### src/rtl/mandel_pkg.sv
// Shared types and constants for the Mandelbrot engine: signed Q3.21 fixed point,
// escape radius and the iteration FSM encoding.
package mandel_pkg;

  localparam int FP_WIDTH = 25;
  localparam int FP_FRAC  = 21;

  typedef logic signed [FP_WIDTH-1:0] fp_t;

  localparam fp_t ESCAPE_R2 = fp_t'(4 << FP_FRAC);

  typedef enum logic [2:0] {
    IDLE,
    MXX,
    MYY,
    MXY,
    CHECK,
    UPDATE
  } state_t;

  // True when a two-guard-bit result can be narrowed to fp_t without loss.
  function automatic logic fits_fp(input logic signed [FP_WIDTH+1:0] v);
    return (v[FP_WIDTH+1:FP_WIDTH-1] == 3'b000) || (v[FP_WIDTH+1:FP_WIDTH-1] == 3'b111);
  endfunction

endpackage

### src/rtl/mul.sv
// Pipelined signed fixed-point multiplier: val = (a*b) >>> FP_FRAC, flooring,
// with ovf when the product leaves the fp_t range. done follows start by 4 cycles.
module mul
  import mandel_pkg::*;
(
  input  logic clk,
  input  logic rst,
  input  logic start,
  input  fp_t  a,
  input  fp_t  b,
  output logic done,
  output fp_t  val,
  output logic ovf
);

  logic [2:0]                    vld;
  fp_t                           a_q;
  fp_t                           b_q;
  logic signed [2*FP_WIDTH-1:0]  prod_q;
  logic [FP_WIDTH-FP_FRAC:0]     top_bits;
  logic                          unused_lsb;

  assign top_bits   = prod_q[2*FP_WIDTH-1:FP_WIDTH+FP_FRAC-1];
  assign unused_lsb = ^prod_q[FP_FRAC-1:0];

  always_ff @(posedge clk) begin
    if (rst) begin
      vld    <= '0;
      done   <= 1'b0;
      a_q    <= '0;
      b_q    <= '0;
      prod_q <= '0;
      val    <= '0;
      ovf    <= 1'b0;
    end else begin
      vld  <= {vld[1:0], start};
      done <= vld[2];
      if (start) begin
        a_q <= a;
        b_q <= b;
      end
      if (vld[0]) prod_q <= a_q * b_q;
      if (vld[1]) begin
        val <= prod_q[FP_WIDTH+FP_FRAC-1:FP_FRAC];
        ovf <= !((top_bits == '0) || (top_bits == '1));
      end
    end
  end

endmodule

### src/rtl/mandel_iter.sv
// Per-pixel Mandelbrot iteration engine sharing one mul for x*x, y*y and x*y.
// Optional MANDEL_PERIODICITY_EN adds a periodicity early-out (same results, lower latency).
module mandel_iter
  import mandel_pkg::*;
#(
  parameter int ITER_W = 16
) (
  input  logic              clk,
  input  logic              rst,
  input  logic              start,
  input  fp_t               cx,
  input  fp_t               cy,
  input  logic [ITER_W-1:0] max_iter,
  output logic              busy,
  output logic              done,
  output logic [ITER_W-1:0] iter,
  output logic              escaped
);

  state_t state, state_next;

  fp_t               cx_q, cy_q, x, y, xx, yy, xy;
  logic [ITER_W-1:0] max_q, n, n_inc;
  logic              ovf_acc, issued;

  logic              mul_start, mul_done, mul_ovf;
  fp_t               mul_a, mul_b, mul_val;

  logic signed [FP_WIDTH:0]   mag2;
  logic signed [FP_WIDTH+1:0] xn, yn;
  logic                       exit_now, exit_esc;
  logic [ITER_W-1:0]          exit_iter;

`ifdef MANDEL_PERIODICITY_EN
  fp_t  snap_x, snap_y;
  logic snap_valid, snap_take;
  assign snap_take = (n_inc & (n_inc - ITER_W'(1))) == '0;
`endif

  assign n_inc = n + ITER_W'(1);
  assign mag2  = (FP_WIDTH+1)'(xx) + (FP_WIDTH+1)'(yy);
  assign xn    = (FP_WIDTH+2)'(xx) - (FP_WIDTH+2)'(yy) + (FP_WIDTH+2)'(cx_q);
  assign yn    = ((FP_WIDTH+2)'(xy) <<< 1) + (FP_WIDTH+2)'(cy_q);

  assign mul_a = (state == MYY) ? y : x;
  assign mul_b = (state == MXX) ? x : y;

  mul u_mul (
    .clk   (clk),
    .rst   (rst),
    .start (mul_start),
    .a     (mul_a),
    .b     (mul_b),
    .done  (mul_done),
    .val   (mul_val),
    .ovf   (mul_ovf)
  );

  always_ff @(posedge clk) begin
    if (rst) state <= IDLE;
    else     state <= state_next;
  end

  // Each multiply state issues one mul start and advances only on mul done.
  always_comb begin
    state_next = state;
    mul_start  = 1'b0;
    exit_now   = 1'b0;
    exit_esc   = 1'b0;
    exit_iter  = n;
    case (state)
      IDLE: if (start) state_next = MXX;
      MXX: begin
        mul_start = !issued;
        if (mul_done) state_next = MYY;
      end
      MYY: begin
        mul_start = !issued;
        if (mul_done) state_next = MXY;
      end
      MXY: begin
        mul_start = !issued;
        if (mul_done) state_next = CHECK;
      end
      CHECK: begin
        if (ovf_acc || (mag2 > (FP_WIDTH+1)'(ESCAPE_R2))) begin
          exit_now = 1'b1;
          exit_esc = 1'b1;
        end else if (n == max_q) begin
          exit_now = 1'b1;
        end else begin
          state_next = UPDATE;
        end
      end
      UPDATE: begin
        if (!fits_fp(xn) || !fits_fp(yn)) begin
          exit_now  = 1'b1;
          exit_esc  = 1'b1;
          exit_iter = n_inc;
`ifdef MANDEL_PERIODICITY_EN
        end else if (snap_valid && (xn[FP_WIDTH-1:0] == snap_x) && (yn[FP_WIDTH-1:0] == snap_y)) begin
          exit_now  = 1'b1;
          exit_iter = max_q;
`endif
        end else begin
          state_next = MXX;
        end
      end
      default: state_next = IDLE;
    endcase
    if (exit_now) state_next = IDLE;
  end

  always_ff @(posedge clk) begin
    if (rst) begin
      cx_q    <= '0;
      cy_q    <= '0;
      max_q   <= '0;
      x       <= '0;
      y       <= '0;
      n       <= '0;
      xx      <= '0;
      yy      <= '0;
      xy      <= '0;
      ovf_acc <= 1'b0;
      issued  <= 1'b0;
      busy    <= 1'b0;
      done    <= 1'b0;
      iter    <= '0;
      escaped <= 1'b0;
`ifdef MANDEL_PERIODICITY_EN
      snap_x     <= '0;
      snap_y     <= '0;
      snap_valid <= 1'b0;
`endif
    end else begin
      done <= 1'b0;
      if (state == IDLE && start) begin
        cx_q    <= cx;
        cy_q    <= cy;
        max_q   <= max_iter;
        x       <= '0;
        y       <= '0;
        n       <= '0;
        ovf_acc <= 1'b0;
        issued  <= 1'b0;
        busy    <= 1'b1;
        iter    <= '0;
        escaped <= 1'b0;
`ifdef MANDEL_PERIODICITY_EN
        snap_valid <= 1'b0;
`endif
      end
      if (mul_start) issued <= 1'b1;
      if (mul_done) begin
        issued  <= 1'b0;
        ovf_acc <= ovf_acc | mul_ovf;
        case (state)
          MXX:     xx <= mul_val;
          MYY:     yy <= mul_val;
          MXY:     xy <= mul_val;
          default: ;
        endcase
      end
      if (state == UPDATE && !exit_now) begin
        x       <= xn[FP_WIDTH-1:0];
        y       <= yn[FP_WIDTH-1:0];
        n       <= n_inc;
        ovf_acc <= 1'b0;
`ifdef MANDEL_PERIODICITY_EN
        if (snap_take) begin
          snap_x     <= xn[FP_WIDTH-1:0];
          snap_y     <= yn[FP_WIDTH-1:0];
          snap_valid <= 1'b1;
        end
`endif
      end
      if (exit_now) begin
        done    <= 1'b1;
        busy    <= 1'b0;
        iter    <= exit_iter;
        escaped <= exit_esc;
      end
    end
  end

endmodule

### config.mk
export PLATFORM = sky130hd
export DESIGN_NAME = mandel_iter
export DESIGN_NICKNAME = d
export VERILOG_FILES = /design/src/rtl/mandel_pkg.sv /design/src/rtl/mul.sv /design/src/rtl/mandel_iter.sv
export SDC_FILE = /design/constraint.sdc
export NUM_CORES = 2
export LEC_CHECK = 0
export ABC_AREA = 1
export BUFFER_PORTS_ARGS = -buffer_cell sky130_fd_sc_hd__buf_4
export CORE_ASPECT_RATIO = 0.8
export CORE_MARGIN = 1.5
export CORE_UTILIZATION = 35
export DETAILED_ROUTE_END_ITERATION = 10
export GPL_ROUTABILITY_DRIVEN = 1
export PLACE_DENSITY = 0.61
export SETUP_SLACK_MARGIN = 0.05
export SLEW_MARGIN = 25
export SYNTH_ARGS = -nofsm -noshare
export SYNTH_HDL_FRONTEND = slang
export SYNTH_HIERARCHICAL = 1
export SYNTH_SLANG_ARGS = --single-unit
### constraint.sdc
create_clock -name clk -period 9.13 [get_ports clk]
set_input_delay 1.826 -clock clk [delete_from_list [all_inputs] [get_ports clk]]
set_output_delay 1.826 -clock clk [all_outputs]
set_load 0.1 [all_outputs]
==> reports/results.ini <==
[routing]
postRouteAntennaNets = 0
post_drt_wl_per_cell_um = 17.4
first_iter_violations = 3097
vias = 37496
vias_per_cell = 4.85
drt-total-wl_um = 134000
drt-pass1-iter-count = 6
drc_errors = 0

[timing]
finalCritPeriodShare_pct = 81.8
clock_skew_ns = 0.0439
fin_crit_ns = 7.47
max_freq_mhz = 134
slew_headroom_pct = 23.9
worstMarginPinSlew_ns = 1.14
hold_viol = 0
setup_viol = 0
holdWs_ns = 0.416
rsz0062_at_grt = no
fin_tns_setup_ns = 0
report.final.slew_viol_count = 0

[critical_path]
crit_path_end_kind = flop
start_kind = flop
worstSetupPathType = reg2reg
crit_family = adder cells
cp.required_ns = 9.61
arrival_ns = 7.95
slowest_delay_ns = 0.91
slowest_stage = fa_1
path_buf_inv = 8
critPathMaxFanout = 26

[cts]
clock_latency_ns = 0.60
ctsResizeCount = 0
cts_made_buffers = 38
clk_pin_slew_ns = 0.09
clockRootBuffer = clkbuf_16
ctsHtreeMaxLevel = 2
clockBufferDepth = 3
cts_setup_buffers = 0
cts-hold-fix-buffers = 0
clock_sinks = 340
cts_tree = done

[flow_run]
max_cap_viol_count = 0

[logic_synthesis]
ys_top_cells_by_count = inv_1, nand2_1, fa_1, nor2_1, dfxtp_1
yosysMostFrequentCell = inv_1
ys_warn_count = 6
synth_edf_count = 0
syn_area_um2 = 43700
synth_top_area_cell = fa_1
ys_top_cells_by_area = fa_1, dfxtp_1, inv_1, nand2_1, ha_1
synth_top_area_share_pct = 31.3
ys_seq_area_share_pct = 15.6
syn_inst = 6134
synth_nets = 7103
synth_seq_cells = 340
ys_types = 46
synth_area_per_cell_um2 = 7.13
ys.flop_type = dfxtp_1
async_flop_share_pct = 0

[floorplan]
die-area_um2 = 127000
die_x_um = 398
die_h_um = 319
coreArea_um2 = 123000
fp-row-count = 115
pin_count = 88
start_util_pct = 35.4

[layout]
seq_area_um2 = 6820
n_fill_cell = 13118
largest_register_ffs = 29
drive_above_1_share_pct = 5.40
regMostFlops = u_mul/prod_q
final_area_um2 = 47400
fin_nets = 7034
area_growth_pct = 8.26
n_antenna_cell = 0
multi_input_area_um2 = 30200

[global_routing]
grt_pass1_vias = 37251
antenna_found_initial = 5
overflow = 0
grt_max_degree = 93
grt.total_usage_pct = 21.3
grt_pass1_wl_um = 212000

[power]
leakage_nw = 26.0
ir_worst_vdd_uv = 147
power.density_nw_per_um2 = 224
finalPower_w = 0.0106

[min_path]
holdCritPathClass = reg2reg

[placement]
dp_hpwl_um = 108000
io_buffers = 87
gp_congestion = 0.957
place_area_um2 = 46000

[run_status]
status = finished clean

==> per-stage QoR <==
stage / cells / setup WS [ns] / utilization (%)
finish: 7733 / 1.66 / 38.4
global route: 7733 / 1.15 / 38.4
CTS: 7732 / 1.65 / 38.3
detailed placement: 7662 / 1.69 / 37.2
global placement: 7662 / 1.78 / 37.2
floorplan: 6134 / 2.50 / -
==> layer usage <==
metal,GRT usage [%],part of all wire (%),vias to the layer above
met5,0,0.019,-
met1,31.0,47,18378
li1,-,-,17881
met3,2.85,6.4,157
met4,5.15,2.5,4
met2,33.2,44,1076
==> cell usage in the layout (no fill, tap or decap), types with 6 or more instances in the layout <==
cell / n
dfxtp_2: 9
clkbuf_8: 6
or2_2: 11
xor2_1: 44
nand2_4: 6
a31oi_1: 16
inv_1: 1513
nor2_1: 543
buf_4: 162
nand3b_1: 6
nor3_1: 14
clkbuf_16: 38
o21bai_1: 15
o21ai_1: 13
ha_1: 216
fa_1: 683
nand2_1: 1449
a21oi_1: 260
dfxtp_1: 331
o21ai_0: 303
nand2_2: 22
nor2_4: 6
nor2_2: 8
a21oi_2: 11
nand3_1: 237
xnor2_1: 30
inv_2: 11
nand4_1: 58
a21o_1: 9
nor3_2: 6
==> cell families after synthesis <==
family          Yosys count  share of synthesized area, %
simple gates           2379                          22.2
flops                   340                          15.6
xor+xnor                 74                          1.48
compound gates          643                          7.77
buf+inv                1798                          15.5
fa+ha+maj               900                          37.5
==> layout make-up <==
class,instances,area share [%]
clock buffer,48,2.21
clock inverter,22,0.616
inverter,1525,12.1
multi-input combinational,3996,63.7
sequential,340,14.4
tap,1638,4.33
timing repair buffer,164,2.67
==> worst register-to-register path: cells and delay by family, from the launching register on <==
family	cells	cell delay, ns
and+or+nand+nor	10	1.20
adders and majority gates	8	4.86
DFF	1	0.31
buffers and inverters	8	0.98
==> worst paths after layout <==
kind / slack, ns / startpoint / depth (start not counted) / to
max reg2reg: 1.66 / u_mul/a_q[24] / 26 / u_mul/prod_q[44]
max: 1.66 / u_mul/a_q[24] / 26 / u_mul/prod_q[44]
min reg2reg: 0.42 / u_mul/vld[2] / 2 / u_mul/done
min: 0.42 / u_mul/vld[2] / 2 / u_mul/done
==> power breakdown <==
part,leakage [nW],switching [W],internal (W)
Combinational,22.6,0.00452,0.00235
Clock,0.649,0.000728,0.000973
Sequential,2.77,0.000391,0.00163
Power figures use the tool's default switching activity.
